File: src/rtl/riscv_defines.sv
// Shared definitions for the EX-stage string-op unit: operator codes, FSM states
// and the ASCII constants used by the byte translator.
package riscv_defines;

    localparam int unsigned STR_OP_WIDTH = 3;

    localparam logic [STR_OP_WIDTH-1:0] STR_OP_UPPER = 3'd0;
    localparam logic [STR_OP_WIDTH-1:0] STR_OP_LOWER = 3'd1;
    localparam logic [STR_OP_WIDTH-1:0] STR_OP_LEET  = 3'd2;
    localparam logic [STR_OP_WIDTH-1:0] STR_OP_ROT13 = 3'd3;

    typedef enum logic [1:0] {
        IDLE = 2'd0,
        BUSY = 2'd1,
        DONE = 2'd2
    } str_ops_state_e;

    // Letter range bounds and case offset
    localparam logic [7:0] ASCII_A_UP     = 8'h41;
    localparam logic [7:0] ASCII_N_UP     = 8'h4E;
    localparam logic [7:0] ASCII_Z_UP     = 8'h5A;
    localparam logic [7:0] ASCII_A_LO     = 8'h61;
    localparam logic [7:0] ASCII_N_LO     = 8'h6E;
    localparam logic [7:0] ASCII_Z_LO     = 8'h7A;
    localparam logic [7:0] ASCII_CASE_BIT = 8'h20;
    localparam logic [7:0] ASCII_ROT      = 8'd13;

    // Leet source letters (lower case) and their digit replacements
    localparam logic [7:0] ASCII_E_LO = 8'h65;
    localparam logic [7:0] ASCII_I_LO = 8'h69;
    localparam logic [7:0] ASCII_O_LO = 8'h6F;
    localparam logic [7:0] ASCII_S_LO = 8'h73;
    localparam logic [7:0] ASCII_T_LO = 8'h74;
    localparam logic [7:0] ASCII_DIG0 = 8'h30;
    localparam logic [7:0] ASCII_DIG1 = 8'h31;
    localparam logic [7:0] ASCII_DIG3 = 8'h33;
    localparam logic [7:0] ASCII_DIG4 = 8'h34;
    localparam logic [7:0] ASCII_DIG5 = 8'h35;
    localparam logic [7:0] ASCII_DIG7 = 8'h37;

endpackage

File: src/rtl/riscv_str_byte_xlate.sv
// Combinational single-byte translator (UPPER/LOWER/LEET, plus ROT13 when
// RISCV_STR_OPS_ROT13_EN is defined). Unknown operators pass the byte through.
module riscv_str_byte_xlate
    import riscv_defines::*;
(
    input  logic [STR_OP_WIDTH-1:0] operator_i,
    input  logic [7:0]              byte_i,
    output logic [7:0]              byte_c_o
);

    logic       is_upper;
    logic       is_lower;
    logic [7:0] folded;

    assign is_upper = (byte_i >= ASCII_A_UP) && (byte_i <= ASCII_Z_UP);
    assign is_lower = (byte_i >= ASCII_A_LO) && (byte_i <= ASCII_Z_LO);
    // Lower-case view of a letter so leet matching ignores case
    assign folded   = byte_i | ASCII_CASE_BIT;

    always_comb begin
        byte_c_o = byte_i;
        case (operator_i)
            STR_OP_UPPER: if (is_lower) byte_c_o = byte_i - ASCII_CASE_BIT;
            STR_OP_LOWER: if (is_upper) byte_c_o = byte_i + ASCII_CASE_BIT;
            STR_OP_LEET: begin
                if (is_upper || is_lower) begin
                    case (folded)
                        ASCII_A_LO: byte_c_o = ASCII_DIG4;
                        ASCII_E_LO: byte_c_o = ASCII_DIG3;
                        ASCII_I_LO: byte_c_o = ASCII_DIG1;
                        ASCII_O_LO: byte_c_o = ASCII_DIG0;
                        ASCII_S_LO: byte_c_o = ASCII_DIG5;
                        ASCII_T_LO: byte_c_o = ASCII_DIG7;
                        default:    byte_c_o = byte_i;
                    endcase
                end
            end
`ifdef RISCV_STR_OPS_ROT13_EN
            STR_OP_ROT13: begin
                if (is_lower) begin
                    byte_c_o = (byte_i < ASCII_N_LO) ? byte_i + ASCII_ROT : byte_i - ASCII_ROT;
                end else if (is_upper) begin
                    byte_c_o = (byte_i < ASCII_N_UP) ? byte_i + ASCII_ROT : byte_i - ASCII_ROT;
                end
            end
`endif
            default: byte_c_o = byte_i;
        endcase
    end

endmodule

File: src/rtl/riscv_str_ops_mc.sv
// Multi-cycle string-op unit for EX: translates LANES bytes per cycle and holds
// the result until EX accepts it. ROT13 support via RISCV_STR_OPS_ROT13_EN.
module riscv_str_ops_mc
    import riscv_defines::*;
#(
    parameter int unsigned NUM_BYTES = 4,
    parameter int unsigned LANES     = 1
) (
    input  logic                    clk,
    input  logic                    rst_n,
    input  logic                    enable_i,
    input  logic [STR_OP_WIDTH-1:0] operator_i,
    input  logic [8*NUM_BYTES-1:0]  operand_i,
    output logic [8*NUM_BYTES-1:0]  result_o,
    output logic                    ready_o,
    output logic                    busy_o,
    input  logic                    ex_ready_i
);

    localparam int unsigned IDX_W = (NUM_BYTES > 1) ? $clog2(NUM_BYTES) : 1;
    localparam logic [IDX_W-1:0] IDX_STEP = IDX_W'(LANES);
    localparam logic [IDX_W-1:0] IDX_LAST = IDX_W'(NUM_BYTES - LANES);

    str_ops_state_e                state_q, state_d;
    logic [IDX_W-1:0]              idx_q, idx_d;
    logic [STR_OP_WIDTH-1:0]       op_q, op_d;
    logic [NUM_BYTES-1:0][7:0]     operand_q, operand_d;
    logic [NUM_BYTES-1:0][7:0]     result_q, result_d;
    logic [LANES-1:0][7:0]         lane_in;
    logic [LANES-1:0][7:0]         lane_out;

    // One translator per lane, fed from the current byte window
    for (genvar l = 0; l < LANES; l++) begin : g_lane
        assign lane_in[l] = operand_q[idx_q + IDX_W'(l)];
        riscv_str_byte_xlate u_xlate (
            .operator_i (op_q),
            .byte_i     (lane_in[l]),
            .byte_c_o   (lane_out[l])
        );
    end

    always_ff @(posedge clk or negedge rst_n) begin
        if (!rst_n) begin
            state_q   <= IDLE;
            idx_q     <= '0;
            op_q      <= '0;
            operand_q <= '0;
            result_q  <= '0;
        end else begin
            state_q   <= state_d;
            idx_q     <= idx_d;
            op_q      <= op_d;
            operand_q <= operand_d;
            result_q  <= result_d;
        end
    end

    always_comb begin
        state_d   = state_q;
        idx_d     = idx_q;
        op_d      = op_q;
        operand_d = operand_q;
        result_d  = result_q;
        ready_o   = 1'b0;
        unique case (state_q)
            IDLE: begin
                ready_o = !enable_i;
                if (enable_i) begin
                    state_d   = BUSY;
                    op_d      = operator_i;
                    operand_d = operand_i;
                    idx_d     = '0;
                    result_d  = '0;
                end
            end
            BUSY: begin
                for (int unsigned l = 0; l < LANES; l++) begin
                    result_d[idx_q + IDX_W'(l)] = lane_out[l];
                end
                idx_d = idx_q + IDX_STEP;
                if (idx_q == IDX_LAST) state_d = DONE;
            end
            DONE: begin
                ready_o = 1'b1;
                if (ex_ready_i) state_d = IDLE;
            end
            default: state_d = IDLE;
        endcase
    end

    assign busy_o   = (state_q == BUSY);
    assign result_o = (state_q == DONE) ? result_q : '0;

endmodule
File: config.mk
export PLATFORM = sky130hd
export DESIGN_NAME = riscv_str_ops_mc
export DESIGN_NICKNAME = d
export VERILOG_FILES = /design/src/rtl/riscv_defines.sv /design/src/rtl/riscv_str_byte_xlate.sv /design/src/rtl/riscv_str_ops_mc.sv
export SDC_FILE = /design/constraint.sdc
export NUM_CORES = 1
export LEC_CHECK = 0
export ABC_CLOCK_PERIOD_IN_PS = 6800
export CORE_MARGIN = 8
export CORE_UTILIZATION = 25
export CTS_CLUSTER_DIAMETER = 40
export CTS_CLUSTER_SIZE = 25
export DETAILED_ROUTE_END_ITERATION = 10
export GPL_TIMING_DRIVEN = 0
export PLACE_DENSITY_LB_ADDON = 0.05
export SETUP_SLACK_MARGIN = 0.02
export SKIP_LAST_GASP = 1
export SLEW_MARGIN = 40
export SYNTH_ARGS = -nofsm -noshare
export SYNTH_HDL_FRONTEND = slang
export SYNTH_SLANG_ARGS = --single-unit
File: constraint.sdc
create_clock -name clk -period 6.8 [get_ports clk]
set_clock_uncertainty 0.2 [all_clocks]
set_input_delay 1.7 -clock clk [delete_from_list [all_inputs] [get_ports clk]]
set_output_delay 1.7 -clock clk [all_outputs]
set_load 0.03 [all_outputs]
# Yosys cells after proc, flatten, opt, wreduce, memory -nomap -nowiden
# Index checks and enable logic that the tools add are counted.
[classes]
magnitude_cmp = 6
bitwise = 0
reduce_logical = 11
muxes = 20
n_div = 0
n_shift = 0
eq_ne = 14
mul = 0
addsub = 3
[ops]
columns = ["operator", "n"]
rows = [
  ["two-way mux 32 bit", 2],
  ["case mux 32 bit (2 select lines)", 1],
  ["case mux 8 bit (6 select lines)", 1],
  ["equality test 7 x 6 -> 1 bit, second input constant", 6],
  ["two-way mux 8 bit", 5],
  ["bitwise mux 32 bit", 1],
  ["case mux 8 bit (3 select lines)", 1],
  ["binary-select mux 8 bit (select 2 bit)", 1],
  ["demux 8 bit (select 2 bit)", 1],
  [">= comparator 8 x 7 -> 1 bit, second input constant", 2],
  ["<= comparator 8 x 7 -> 1 bit, second input constant", 2],
  ["adder 8 x 6 -> 8 bit, second input constant", 1],
  ["two-way mux 2 bit", 4],
  ["subtractor 8 x 6 -> 8 bit, second input constant", 1],
  ["case mux 2 bit (3 select lines)", 1],
  ["equality test 2 bit, second input constant", 2],
  ["!= test 2 bit, second input constant", 2],
  ["case mux 2 bit (2 select lines)", 1],
  ["AND reduction 2 bit", 2],
  ["equality test 3 x 1 -> 1 bit, second input constant", 1],
  ["equality test 3 x 2 -> 1 bit, second input constant", 1],
  ["logical AND 1 bit", 3],
  ["logical NOT 3 bit", 1],
  ["< comparator 2 x 3 -> 1 bit, second input constant", 1],
  ["other kinds (10)", 10],
]
[word_totals]
n_memories = 0
mem_bits_ro = 0
ramBits = 0
latch_bits = 0
wordCells = 65
register_bits = 71

# Logic depth before layout (Yosys ltp)
# Gate-level depths: netlist (run 1).
[logic_depth]
ltp_word = 9
depth_mapped = 10
ltp_nobuf = 8

# Hierarchy
# A second synthesis (run 1) with hierarchy kept.
[unflattened]
hier_cells = 328
hier_area_um2 = 4013.8
[by_module_without_submodules]
columns = ["module", "area_per_inst_um2", "cells_per_inst", "instances"]
rows = [
  ["riscv_str_ops_mc", 3578.4, 262, 1],
  ["riscv_str_byte_xlate", 435.4, 66, 1],
]

# Worst setup path after synthesis (run 1)
# OpenSTA, ideal clock, no wires.
[synth_path]
kind = "input -> output"
from = "input port enable_i"
to = "output port ready_o"
stages = 1
arrival_ps = 2176
path_slack_ps = 2724
path_buffers = 0
path_cell_list = "a21oi_1"
[synth_between]
elab_chain_cells = 2
[synth_lines]
columns = ["element", "line_no", "rtl"]
rows = [
  ["from (decl)", "riscv_str_ops_mc.sv:11", "input logic enable_i,"],
  ["logical NOT 1 bit", "riscv_str_ops_mc.sv:67", "ready_o = !enable_i;"],
  ["case mux 1 bit (2 select lines)", "riscv_str_ops_mc.sv:65", "unique case (state_q)"],
  ["to (decl)", "riscv_str_ops_mc.sv:15", "output logic ready_o,"],
]
# No other way between the ends.

# Final worst setup path (run 1)
# Same ends and word-level chain as after synthesis.

==> results of run 1 <==
[metrics by stage]
stage	hold WS (ns)	setup WS (ns)
2_1_floorplan	0.2403	2.724
3_3_place_gp	0.2528	1.086
3_5_place_dp	0.2583	1.908
4_1_cts	0.2726	1.901
5_1_grt	0.2945	1.784
6_report	0.2674	1.917
[placed cells by master (no fill, tap or decap), types with 9 or more instances in the layout]
cell type        count
nand2_1            122
dfrtp_1             71
clkdlybuf4s50_1     71
and2_1              37
nand3_1             19
clkbuf_1            18
a21oi_1             18
nor2_1              12
inv_1               10
o21ai_1             10
clkbuf_16            9
[report_power, final]
part | switching (mW) | internal [mW]
sequential | 0.0987 | 0.604
clock | 0.185 | 0.341
combinational | 0.731 | 0.431
total | 1.01 | 1.38
[registers in the layout, indices dropped and copies added, names as in the netlist]
name,flops
op_q,3
result_q,32
state_q,2
operand_q,32
idx_q,2
[critical path, cell delays in order]
cell and delay, ns:
clkdlybuf4s50_1 0.45, a21oi_1 0.15, clkdlybuf4s50_1 0.68
[cell families (layout without fill, tap and decap cells)]
group | after synthesis | in the layout
AO/OA/AOI/OAI | 69 | 69
XOR/XNOR | 1 | 1
adder cells (fa/ha/maj) | 6 | 6
buffers and inverters | 38 | 127
flip-flops | 71 | 71
multiplexers | 9 | 9
AND/OR/NAND/NOR | 215 | 215
[layout make-up]
cell class | instances | share of cell area [%]
Inverter | 10 | 0.7496
Sequential cell | 71 | 35.48
Buffer | 28 | 2.474
Clock inverter | 5 | 1.599
Clock buffer | 11 | 5.047
Multi-Input combinational cell | 300 | 35.08
Tap cell | 184 | 4.598
Timing Repair Buffer | 73 | 14.97
[metal layers]
metal	track usage, %	vias up
met5	0	-
met2	20.10	105
li1	-	1556
met4	5.069	0
met3	2.626	15
met1	16.47	1498
[path summary, 6_finish.rpt]
kind	depth (start not counted)	end	slack, ns	startpoint
max	3	ready_o	1.92	enable_i
min	2	operand_q[19]	0.27	operand_q[19]
max reg2reg	7	result_q[5]	3.61	idx_q[1]
min reg2reg	2	operand_q[19]	0.27	operand_q[19]
max in group asynchronous	2	op_q[2]	4.86	rst_n
min in group asynchronous	1	result_q[10]	1.01	rst_n
==> results.json, run 1 <==
{
  "critPathRequiredTime_ns": 4.90,
  "slew_headroom_pct": 48.45,
  "status": "complete, no violations",
  "synth_top_cell_by_area": "dfrtp_1",
  "instances_no_fill": 682,
  "multi_input_area_um2": 1757,
  "m1WireLength_um": 5198,
  "hpwl_um": 8257,
  "insertion_delay_ns": 0.33,
  "io_pins": 73,
  "critPathMaxFanout": 3,
  "dpl_cell_area_um2": 4674,
  "crit_type": "input port to output pin",
  "p_per_area_nw_per_um2": 477.5,
  "drive_gt1_share_pct": 8.233,
  "syn-num-nets": 454,
  "drt_first_pass_iters": 4,
  "worstSetupStartpointType": "input port",
  "via_per_inst": 4.654,
  "dr_wl_met3_um": 646,
  "fin_crit_sh_pct": 71.81,
  "nets": 538,
  "wl_met2_um": 5198,
  "dr.max_layer_used": "met4",
  "vias": 3174,
  "post_cts_resized": 0,
  "start_util_pct": 25.52,
  "finalSetupViolations": 0,
  "synth_adder_area_share_pct": 2.032,
  "cts_root_buffer": "clkbuf_16",
  "synth-compound-area-share_pct": 12.36,
  "hold_viol": 0,
  "maxCapViolCount": 0,
  "die_x_um": 137.6,
  "ys_warn_count": 0,
  "antenna_found_initial": 0,
  "place_congestion": 0.7626,
  "yosys-top-cells-area": "dfrtp_1 (48%), nand2_1 (12%), and2_1 (6.3%), mux4_2 (4.9%), nand3_1 (2.6%)",
  "synth_top_family_by_area": "simple AND/OR/NAND/NOR gates",
  "synth.area.mux_share_pct": 5.249,
  "io_buffers": 72,
  "grt_max_degree": 52,
  "dp.cells": 666,
  "synth_area_um2": 3695,
  "gr-total-overflow": 0,
  "synthSimpleGateAreaFrac_pct": 27.67,
  "fmax_mhz": 204.8,
  "synthToLayoutAreaGrowth_pct": 35.52,
  "tightest_slew_ns": 0.7716,
  "finalCriticalPeriod_ns": 4.883,
  "n_antenna_cell": 0,
  "nFillCells": 1536,
  "regArea_um2": 1777,
  "clk_pin_slew_worst_paths_ns": 0.05,
  "hold_buffers": 0,
  "yosysSeqAreaShare_pct": 48.09,
  "synth_edf_count": 0,
  "rsz0062_at_grt": "false",
  "cts_tree": "yes",
  "clockBufferDepth": 2,
  "grt_pass1_vias": 3258,
  "yosys.area_share.xor_xnor_pct": 0.2370,
  "synthDistinctLibCells": 46,
  "min_path_type": "flop to flop",
  "totalPowerFinal_mw": 2.391,
  "post-cts-setup-buffers": 0,
  "numCtsBuffers": 9,
  "syn_area_per_cell_um2": 9.034,
  "clock_sinks": 71,
  "dieArea_um2": 18930,
  "core_area_um2": 14480,
  "rows": 44,
  "worstPathArrival_ns": 2.98,
  "die_y_um": 137.6,
  "htreeDepth": 3,
  "drc": 0,
  "synth_common_cells": "nand2_1 (122), dfrtp_1 (71), and2_1 (37), nand3_1 (19)",
  "grt_pass1_wl_um": 18240,
  "wirelength_um": 11230,
  "syn_inst": 409,
  "grt_usage_pct": 12.66,
  "ant_nets": 0,
  "synth_flop_cell": "dfrtp_1",
  "utilization_pct": 34.58,
  "final_max_slew_viol_count": 0,
  "cellLeakagePower_nw": 2.207,
  "wl_per_cell_um": 16.47,
  "ys_async_sr_fraction_pct": 100.0,
  "ys_ff_latch": 71,
  "yosys.cell_count.top_type": "nand2_1",
  "worstSetupEndpointType": "output pin",
  "synth.top_cell.area_share_pct": 48.09,
  "final.setup.tns_ns": 0,
  "peakVddDrop_mv": 0.1526,
  "design_area_um2": 5007,
  "dr.first_iter.drc_count": 186
}
Note: power is estimated with default switching activity, not from simulation.
==> run 2: changes to the inputs <==
--- a/config.mk
+++ b/config.mk
@@ -5,7 +5,7 @@
 export SDC_FILE = /design/constraint.sdc
 export NUM_CORES = 1
 export LEC_CHECK = 0
-export ABC_CLOCK_PERIOD_IN_PS = 6800
+export ABC_CLOCK_PERIOD_IN_PS = 4200
 export CORE_MARGIN = 8
 export CORE_UTILIZATION = 25
 export CTS_CLUSTER_DIAMETER = 40
==> constraint.sdc (replaced) <==
create_clock -name clk -period 4.2 [get_ports clk]
set_clock_uncertainty 0.2 [all_clocks]
set_input_delay 1.05 -clock clk [delete_from_list [all_inputs] [get_ports clk]]
set_output_delay 1.05 -clock clk [all_outputs]
set_load 0.03 [all_outputs]
==> results of run 2 <==
The final DEF is identical to that of run 1. Status: complete, no violations.
Among the figures that moved: setup slack after placement 1.908 ns -> 0.5157 ns; clock-pin slew on the worst setup and hold paths 0.05 ns -> 0.06 ns; setup slack after layout 1.917 ns -> 0.5819 ns; start point of the critical path enable_i -> state_q[0]; end point of the critical path ready_o -> result_o[6]; register-to-register setup slack 3.61 ns -> 1.01 ns; total power 2.391 mW -> 3.871 mW; worst IR drop on VDD 0.1526 mV -> 0.2471 mV
==> run 3: changes to the inputs <==
--- a/config.mk
+++ b/config.mk
@@ -6,6 +6,7 @@
 export NUM_CORES = 1
 export LEC_CHECK = 0
 export ABC_CLOCK_PERIOD_IN_PS = 4200
+export CAP_MARGIN = 0
 export CORE_MARGIN = 8
 export CORE_UTILIZATION = 25
 export CTS_CLUSTER_DIAMETER = 40
==> results of run 3 <==
The final DEF is identical to that of run 1. Status: complete, no violations.
Among the figures that moved: setup slack after placement 1.908 ns -> 0.5157 ns; clock-pin slew on the worst setup and hold paths 0.05 ns -> 0.06 ns; setup slack after layout 1.917 ns -> 0.5819 ns; start point of the critical path enable_i -> state_q[0]; end point of the critical path ready_o -> result_o[6]; register-to-register setup slack 3.61 ns -> 1.01 ns; total power 2.391 mW -> 3.871 mW; worst IR drop on VDD 0.1526 mV -> 0.2471 mV
